===== src/rtl/aigc_demo_csr.sv =====
`default_nettype none
// +----------------------------------------------------------------------------+
// | Module      : aigc_demo_csr                                                |
// | Description : APB3 control/status register block with per-channel bus      |
// |               traffic sampling, saturating transfer counters and one-cycle |
// |               clear pulses.                                                |
// | Revision    : 1.0 - initial release                                        |
// +----------------------------------------------------------------------------+
module aigc_demo_csr #(
  parameter int          NUM_CH      = 2,
  parameter int          CNT_W       = 16,
  parameter logic [31:0] UNIT_ID_VAL = 32'hA1C0_0001
) (
  input  logic                  clk,
  input  logic                  rst_n,
  input  logic                  psel,
  input  logic                  penable,
  input  logic                  pwrite,
  input  logic [11:0]           paddr,
  input  logic [31:0]           pwdata,
  output logic                  pready,
  output logic                  pslverr,
  output logic [31:0]           prdata,
  output logic [1:0]            ctrl0,
  output logic                  ctrl1,
  output logic [15:0]           ctrl2,
  output logic                  ctrl3,
  output logic [3:0]            m0_clr,
  output logic [3:0]            m1_clr,
  output logic                  m2_clear,
  output logic [31:0]           dummy_debug,
  input  logic [NUM_CH*8-1:0]   bus_pvld,
  input  logic [NUM_CH*8-1:0]   bus_prdy,
  input  logic [31:0]           status_in
);

  // Word offsets of the fixed registers (byte address >> 2)
  localparam logic [9:0] c_W_UNIT_ID = 10'h000;
  localparam logic [9:0] c_W_CTRL    = 10'h001;
  localparam logic [9:0] c_W_CFG0    = 10'h002;
  localparam logic [9:0] c_W_STATUS  = 10'h003;
  localparam logic [9:0] c_W_DUMMY   = 10'h004;
  localparam logic [9:0] c_W_CNT_CLR = 10'h005;
  // paddr[11:5] selecting the 32-byte windows of per-channel registers
  localparam logic [6:0] c_DBG_WIN   = 7'h01;   // 0x020..0x03F
  localparam logic [6:0] c_CNT_WIN   = 7'h03;   // 0x060..0x07F

  typedef enum logic [1:0] {
    ST_IDLE   = 2'd0,
    ST_SETUP  = 2'd1,
    ST_WAIT   = 2'd2,
    ST_ACCESS = 2'd3
  } state_t;

  state_t              r_state;
  state_t              w_state_next;

  // Bus-side registers
  logic                r_pslverr;
  logic [31:0]         r_prdata;

  // Register file
  logic [1:0]          r_ctrl0;
  logic                r_ctrl1;
  logic [15:0]         r_ctrl2;
  logic                r_ctrl3;
  logic [31:0]         r_dummy;
  logic [3:0]          r_m0_clr;
  logic [3:0]          r_m1_clr;
  logic                r_m2_clear;

  // Sampled observation inputs
  logic [31:0]         r_status;
  logic [NUM_CH*8-1:0] r_pvld_q;
  logic [NUM_CH*8-1:0] r_prdy_q;

  // Per-channel counters
  logic [CNT_W-1:0]    r_cnt     [NUM_CH];
  logic [31:0]         w_cnt_ext [NUM_CH];
  logic [NUM_CH-1:0]   w_inc;
  logic [NUM_CH-1:0]   w_clr;

  // Decode / access qualification
  logic [9:0]          w_word;
  logic [2:0]          w_ch_idx;
  logic                w_ch_valid;
  logic                w_hit;
  logic                w_ro;
  logic                w_ok;
  logic                w_commit;
  logic                w_wr_commit;
  logic [31:0]         w_rdata;
  logic [31:0]         w_ctrl_word;
  logic                w_unused_addr_lsb;

  assign w_word            = paddr[11:2];
  assign w_ch_idx          = paddr[4:2];
  assign w_ch_valid        = ({29'd0, w_ch_idx} < 32'(NUM_CH));
  assign w_unused_addr_lsb = ^paddr[1:0];

  // The only edge on which an access takes effect: leaving WAIT with psel held
  assign w_commit    = (r_state == ST_WAIT) && psel;
  assign w_ok        = w_hit && !(pwrite && w_ro);
  assign w_wr_commit = w_commit && pwrite && w_ok;

  assign w_ctrl_word = {r_ctrl3, 7'd0, r_ctrl2, 5'd0, r_ctrl1, r_ctrl0};

  // FSM state register
  always_ff @(posedge clk) begin
    if (!rst_n) begin
      r_state <= ST_IDLE;
    end else begin
      r_state <= w_state_next;
    end
  end

  // FSM next state: one wait state between SETUP and ACCESS; losing psel aborts
  always_comb begin
    w_state_next = r_state;
    case (r_state)
      ST_IDLE:   if (psel && !penable) w_state_next = ST_SETUP;
      ST_SETUP:  w_state_next = psel ? ST_WAIT : ST_IDLE;
      ST_WAIT:   w_state_next = psel ? ST_ACCESS : ST_IDLE;
      ST_ACCESS: w_state_next = ST_IDLE;
      default:   w_state_next = ST_IDLE;
    endcase
  end

  // Address decode and read multiplexer
  always_comb begin
    w_hit   = 1'b0;
    w_ro    = 1'b0;
    w_rdata = 32'd0;
    case (w_word)
      c_W_UNIT_ID: begin
        w_hit   = 1'b1;
        w_ro    = 1'b1;
        w_rdata = UNIT_ID_VAL;
      end
      c_W_CTRL: begin
        w_hit   = 1'b1;
        w_rdata = w_ctrl_word;
      end
      c_W_CFG0: begin
        w_hit   = 1'b1;
      end
      c_W_STATUS: begin
        w_hit   = 1'b1;
        w_ro    = 1'b1;
        w_rdata = r_status;
      end
      c_W_DUMMY: begin
        w_hit   = 1'b1;
        w_rdata = r_dummy;
      end
      c_W_CNT_CLR: begin
        w_hit   = 1'b1;
      end
      default: begin
        if ((paddr[11:5] == c_DBG_WIN) && w_ch_valid) begin
          w_hit = 1'b1;
          w_ro  = 1'b1;
          for (int k = 0; k < NUM_CH; k++) begin
            if (w_ch_idx == k[2:0]) begin
              w_rdata = {8'd0,
                         r_pvld_q[8*k +: 8] & r_prdy_q[8*k +: 8],
                         r_prdy_q[8*k +: 8],
                         r_pvld_q[8*k +: 8]};
            end
          end
        end else if ((paddr[11:5] == c_CNT_WIN) && w_ch_valid) begin
          w_hit = 1'b1;
          w_ro  = 1'b1;
          for (int k = 0; k < NUM_CH; k++) begin
            if (w_ch_idx == k[2:0]) begin
              w_rdata = w_cnt_ext[k];
            end
          end
        end
      end
    endcase
  end

  // Completion response: captured on the commit edge, zero in every other cycle
  always_ff @(posedge clk) begin
    if (!rst_n) begin
      r_prdata  <= 32'd0;
      r_pslverr <= 1'b0;
    end else begin
      r_prdata  <= (w_commit && w_ok && !pwrite) ? w_rdata : 32'd0;
      r_pslverr <= w_commit && !w_ok;
    end
  end

  // Writable registers and the CFG0 pulses, which last only the ACCESS cycle
  always_ff @(posedge clk) begin
    if (!rst_n) begin
      r_ctrl0    <= 2'd0;
      r_ctrl1    <= 1'b0;
      r_ctrl2    <= 16'd0;
      r_ctrl3    <= 1'b0;
      r_dummy    <= 32'd0;
      r_m0_clr   <= 4'd0;
      r_m1_clr   <= 4'd0;
      r_m2_clear <= 1'b0;
    end else begin
      r_m0_clr   <= 4'd0;
      r_m1_clr   <= 4'd0;
      r_m2_clear <= 1'b0;
      if (w_wr_commit) begin
        case (w_word)
          c_W_CTRL: begin
            r_ctrl0 <= pwdata[1:0];
            r_ctrl1 <= pwdata[2];
            r_ctrl2 <= pwdata[23:8];
            r_ctrl3 <= pwdata[31];
          end
          c_W_CFG0: begin
            r_m0_clr   <= pwdata[3:0];
            r_m1_clr   <= pwdata[7:4];
            r_m2_clear <= pwdata[24];
          end
          c_W_DUMMY: begin
            r_dummy <= pwdata;
          end
          default: ;
        endcase
      end
    end
  end

  // Observation samples: status word and raw channel handshakes, one cycle late
  always_ff @(posedge clk) begin
    if (!rst_n) begin
      r_status <= 32'd0;
      r_pvld_q <= '0;
      r_prdy_q <= '0;
    end else begin
      r_status <= status_in;
      r_pvld_q <= bus_pvld;
      r_prdy_q <= bus_prdy;
    end
  end

  for (genvar k = 0; k < NUM_CH; k++) begin : g_ch
    assign w_inc[k]     = |(bus_pvld[8*k +: 8] & bus_prdy[8*k +: 8]);
    assign w_clr[k]     = w_wr_commit && (w_word == c_W_CNT_CLR) && pwdata[k];
    assign w_cnt_ext[k] = 32'(r_cnt[k]);

    // Saturating transfer counter; a clear on the commit edge wins over a count
    always_ff @(posedge clk) begin
      if (!rst_n) begin
        r_cnt[k] <= '0;
      end else if (w_clr[k]) begin
        r_cnt[k] <= '0;
      end else if (w_inc[k] && (r_cnt[k] != {CNT_W{1'b1}})) begin
        r_cnt[k] <= r_cnt[k] + 1'b1;
      end
    end
  end

  assign pready      = (r_state == ST_ACCESS);
  assign pslverr     = r_pslverr;
  assign prdata      = r_prdata;
  assign ctrl0       = r_ctrl0;
  assign ctrl1       = r_ctrl1;
  assign ctrl2       = r_ctrl2;
  assign ctrl3       = r_ctrl3;
  assign m0_clr      = r_m0_clr;
  assign m1_clr      = r_m1_clr;
  assign m2_clear    = r_m2_clear;
  assign dummy_debug = r_dummy;

endmodule
`default_nettype wire


===== config.mk =====
export PLATFORM = sky130hd
export DESIGN_NAME = aigc_demo_csr
export DESIGN_NICKNAME = d
export VERILOG_FILES = /design/src/rtl/aigc_demo_csr.sv
export SDC_FILE = /design/constraint.sdc
export NUM_CORES = 1
export LEC_CHECK = 0
export CAP_MARGIN = 20
export CORE_MARGIN = 1.5
export CORE_UTILIZATION = 40
export CTS_CLUSTER_DIAMETER = 80
export CTS_CLUSTER_SIZE = 28
export DETAILED_ROUTE_END_ITERATION = 10
export PLACE_DENSITY = 0.75
export SYNTH_ARGS = -nofsm -noshare
export SYNTH_HDL_FRONTEND = slang
export SYNTH_SLANG_ARGS = --single-unit

===== constraint.sdc =====
create_clock -name clk -period 5.8 [get_ports clk]
set_input_delay 0.87 -clock clk [delete_from_list [all_inputs] [get_ports clk]]
set_output_delay 0.87 -clock clk [all_outputs]
set_load 0.02 [all_outputs]

==> metrics.txt <==
# TYPE chip_impl_metric gauge
chip_impl_metric{name="worstPathRequired",unit="ps"} 6170
chip_impl_metric{name="power_leakage",unit="nW"} 3.840
chip_impl_metric{name="cts_resized",unit=""} 0
chip_impl_metric{name="cts_setup_buffers",unit=""} 0
chip_impl_metric{name="path_max_fanout",unit=""} 27
chip_impl_info{name="clock_tree.root_cell",value="clkbuf_16"} 1
chip_impl_metric{name="final_count_of_hold_timing_violations",unit=""} 0
chip_impl_metric{name="htree_levels",unit=""} 4
chip_impl_metric{name="detail_route.vias_per_cell",unit=""} 5.300
chip_impl_metric{name="hpwlAfterDp",unit="µm"} 17440
chip_impl_metric{name="io_pins",unit=""} 208
chip_impl_info{name="cp-start-kind",value="primary input"} 1
chip_impl_metric{name="synth.yosys.warnings",unit=""} 0
chip_impl_metric{name="filler_cell_count",unit=""} 1751
chip_impl_metric{name="placementRows",unit=""} 51
chip_impl_metric{name="report.final.setup_viol",unit=""} 0
chip_impl_metric{name="holdPathStages",unit=""} 2
chip_impl_metric{name="drcViolationCount",unit=""} 0
chip_impl_metric{name="p_comb_frac",unit=""} 0.080
chip_impl_metric{name="wire_per_inst",unit="µm"} 18.18
chip_impl_info{name="reg2reg_from",value="r_cnt[0][0]"} 1
chip_impl_metric{name="post-route-period-util",unit=""} 0.6184
chip_impl_metric{name="design_area",unit="mm²"} 0.01083
chip_impl_metric{name="placed_cell_area",unit="mm²"} 0.01026
chip_impl_metric{name="synthArstFlopShare",unit=""} 0
chip_impl_metric{name="num-nets-final",unit=""} 1140
chip_impl_metric{name="irDropWorstVdd",unit="mV"} 0.1958
chip_impl_metric{name="finalHoldWorstSlack",unit="ps"} 436.3
chip_impl_metric{name="power.share.switching",unit=""} 0.2395
chip_impl_metric{name="synth_cell_type_count",unit=""} 56
chip_impl_metric{name="drt.antenna.violating_nets",unit=""} 0
chip_impl_metric{name="timing.clock.skew",unit="ps"} 10.54
chip_impl_info{name="synth-main-ff-cell",value="dfxtp_1"} 1
chip_impl_metric{name="regArea",unit="mm²"} 0.004164
chip_impl_metric{name="drv.max_cap_violation_count",unit=""} 0
chip_impl_metric{name="internal_power",unit="W"} 0.002140
chip_impl_metric{name="synth.cell_area",unit="mm²"} 0.008039
chip_impl_metric{name="timing.setup.tns",unit="ps"} 0
chip_impl_metric{name="number_of_antenna_violations_at_the_first_check_in_global_routing",unit=""} 0
chip_impl_metric{name="power_frac_seq",unit=""} 0.512
chip_impl_metric{name="overflow",unit=""} 0
chip_impl_metric{name="synthToLayoutAreaGrowth",unit="%"} 34.77
chip_impl_info{name="result_of_the_run",value="finished, final reports clean"} 1
chip_impl_info{name="synth.area.top_cells",value="dfxtp_1 (40%), edfxtp_1 (12%), nand2_1 (6.3%), and2_1 (5.8%), mux2i_1 (3.2%)"} 1
chip_impl_metric{name="first_global_vias",unit=""} 6533
chip_impl_metric{name="multi_input_area",unit="mm²"} 0.003590
chip_impl_metric{name="drt_pre_antenna_iters",unit=""} 5
chip_impl_metric{name="cts_hold_buffers",unit=""} 0
chip_impl_info{name="post_synth_most_frequent_cells",value="dfxtp_1 (160), nand2_1 (134), and2_1 (74), nor2_1 (59), nand3_1 (50)"} 1
chip_impl_metric{name="drive_above_1_share",unit=""} 0.05780
chip_impl_metric{name="cellPowerDensity",unit="mW/mm²"} 259.7
chip_impl_metric{name="chipWidth",unit="µm"} 144.8
chip_impl_info{name="tritoncts",value="done"} 1
chip_impl_info{name="worst_min_delay_path_startpoint",value="r_status[14]"} 1
chip_impl_info{name="worst-setup-path-type",value="in2reg"} 1
chip_impl_metric{name="ys_seq_area_frac",unit=""} 0.5180
chip_impl_metric{name="share_clk_of_total_power",unit=""} 0.408
chip_impl_metric{name="clock-sinks",unit=""} 192
chip_impl_metric{name="floorplan.die.height",unit="µm"} 144.8
chip_impl_metric{name="synth_nets",unit=""} 958
chip_impl_metric{name="number_of_clock_buffers_inserted_by_tritoncts",unit=""} 17
chip_impl_metric{name="worst_slew_margin_rel",unit=""} 0.3060
chip_impl_info{name="endpoint_kind",value="flip-flop"} 1
chip_impl_info{name="holdCritPathClass",value="reg2reg"} 1
chip_impl_metric{name="grt_util_all_layers",unit=""} 0.2263
chip_impl_metric{name="finalMaxSlewViolations",unit=""} 0
chip_impl_metric{name="timing.fmax",unit="GHz"} 0.2788
chip_impl_info{name="synth.most_common_cell",value="dfxtp_1"} 1
chip_impl_metric{name="buffer_ports.inserted",unit=""} 205
chip_impl_metric{name="synthesis.area_per_instance",unit="µm²"} 9.536
chip_impl_metric{name="cells_after_synthesis",unit=""} 843
chip_impl_metric{name="synth_enable_flop_cells",unit=""} 32
chip_impl_metric{name="clkLatencyLatePin",unit="ps"} 440
chip_impl_metric{name="finalWirelength",unit="µm"} 23700
chip_impl_metric{name="floorplan.initialDensity",unit=""} 0.4104
chip_impl_metric{name="core-area",unit="mm²"} 0.01959
chip_impl_metric{name="r2r_worst_path_depth",unit=""} 5
chip_impl_metric{name="drtIter0Drc",unit=""} 534
chip_impl_metric{name="power_switching",unit="W"} 0.0006736
chip_impl_info{name="timing.critical_path.from",value="paddr[4]"} 1
chip_impl_metric{name="cp_data_arrival_time",unit="ps"} 3950
chip_impl_metric{name="finalWeightedCongestion",unit=""} 0.8885
chip_impl_metric{name="grt_max_degree",unit=""} 91
chip_impl_metric{name="synth_top_area_frac",unit=""} 0.3984
chip_impl_metric{name="synth-seq-cells",unit=""} 192
chip_impl_metric{name="wire_length_of_the_first_global_routing_pass",unit="µm"} 35710
chip_impl_metric{name="die-area",unit="mm²"} 0.02096
chip_impl_metric{name="num_vias",unit=""} 6911
chip_impl_info{name="yosys.area.top_type",value="dfxtp_1"} 1
chip_impl_metric{name="cts_max_path_buffers",unit=""} 2
chip_impl_metric{name="min_period",unit="ps"} 3587
chip_impl_metric{name="worst_setup_hold_path_clk_slew",unit="ps"} 70
chip_impl_info{name="rsz_0062_raised_after_global_routing",value="no"} 1
chip_impl_metric{name="worst-slew-pin-transition",unit="ps"} 1039
area by class of cell:
| class | instances | area share |
|---|---|---|
| sequential | 192 | 0.3843 |
| inverter | 14 | 0.004850 |
| tap | 265 | 0.03060 |
| multi-input combinational | 585 | 0.3313 |
| timing repair buffer | 215 | 0.1959 |
| clock buffer | 20 | 0.04123 |
| clock inverter | 12 | 0.01155 |
| antenna | 1 | 0.0002310 |
final timing paths:
kind                   to  slack, ps
max             prdata[9]       2210
min            prdata[14]        440
max reg2reg  r_cnt[0][10]       3330
min reg2reg    prdata[14]        440
worst max-delay path, stage by stage:
cell	delay, ps
clkdlybuf4s50_1	1050
nor3b_2	710
and4b_1	880
a221oi_1	220
a21oi_1	210
flip-flops by register name, summed over array words and instances (netlist names), 2 cells and up:
| signal | cells |
|---|---|
| dummy_debug | 32 |
| prdata | 32 |
| r_cnt | 32 |
| r_status | 32 |
| ctrl2 | 16 |
| r_prdy_q | 16 |
| r_pvld_q | 16 |
| m0_clr | 4 |
| m1_clr | 4 |
| ctrl0 | 2 |
| r_state | 2 |
power by group through the flow:
stage	Combinational, W	Clock [W]	Sequential (W)
floorplan	0.000115	0	0.00145
global placement	0.000221	0	0.00147
detailed placement	0.000222	0	0.00147
CTS	0.000224	0.00116	0.00144
global route	0.000243	0.00121	0.00144
finish	0.000225	0.00115	0.00144
cells in the final DEF, fill, tap and decap left out, types with 16 or more instances in the layout:
cell type and n:
clkdlybuf4s50_1 204, dfxtp_1 160, nand2_1 134, and2_1 74, nor2_1 59, nand3_1 50, edfxtp_1 32, mux2i_1 26
a21oi_1 23, o22ai_1 22, xnor2_1 22, a21boi_0 21, clkbuf_16 17, a22oi_1 16
routing by layer:
layer  routed length, µm  vias to the layer above  global-route usage
met3                1934                       41             0.05364
met4                 545                        0             0.08453
met5                   0                        -                   0
met2               10950                      292              0.3714
met1               10270                     3269              0.2892
li1                    -                     3309                   -
metrics by stage:
step | setup slack [ps] | util | instances | power [W]
detailed placement | 1857 | 0.5237 | 1271 | 0.001691
floorplan | 3025 | - | 843 | 0.001566
finish | 2213 | 0.5530 | 1304 | 0.002813
global placement | 1711 | 0.5235 | 1270 | 0.001688
CTS | 2293 | 0.5529 | 1303 | 0.002825
global route | 2104 | 0.5529 | 1303 | 0.002897
logic make-up after synthesis:
logic type | count (synthesis) | share of synthesized area
xor gates and xnor gates | 28 | 0.03051
AOI/OAI and AO/OA | 132 | 0.1142
DFF | 192 | 0.5180
buffers and inverters | 66 | 0.03658
and+or+nand+nor | 391 | 0.2484
muxes | 32 | 0.04918
adders and majority gates | 2 | 0.003112
No activity file was read; power rests on OpenSTA's default activity.
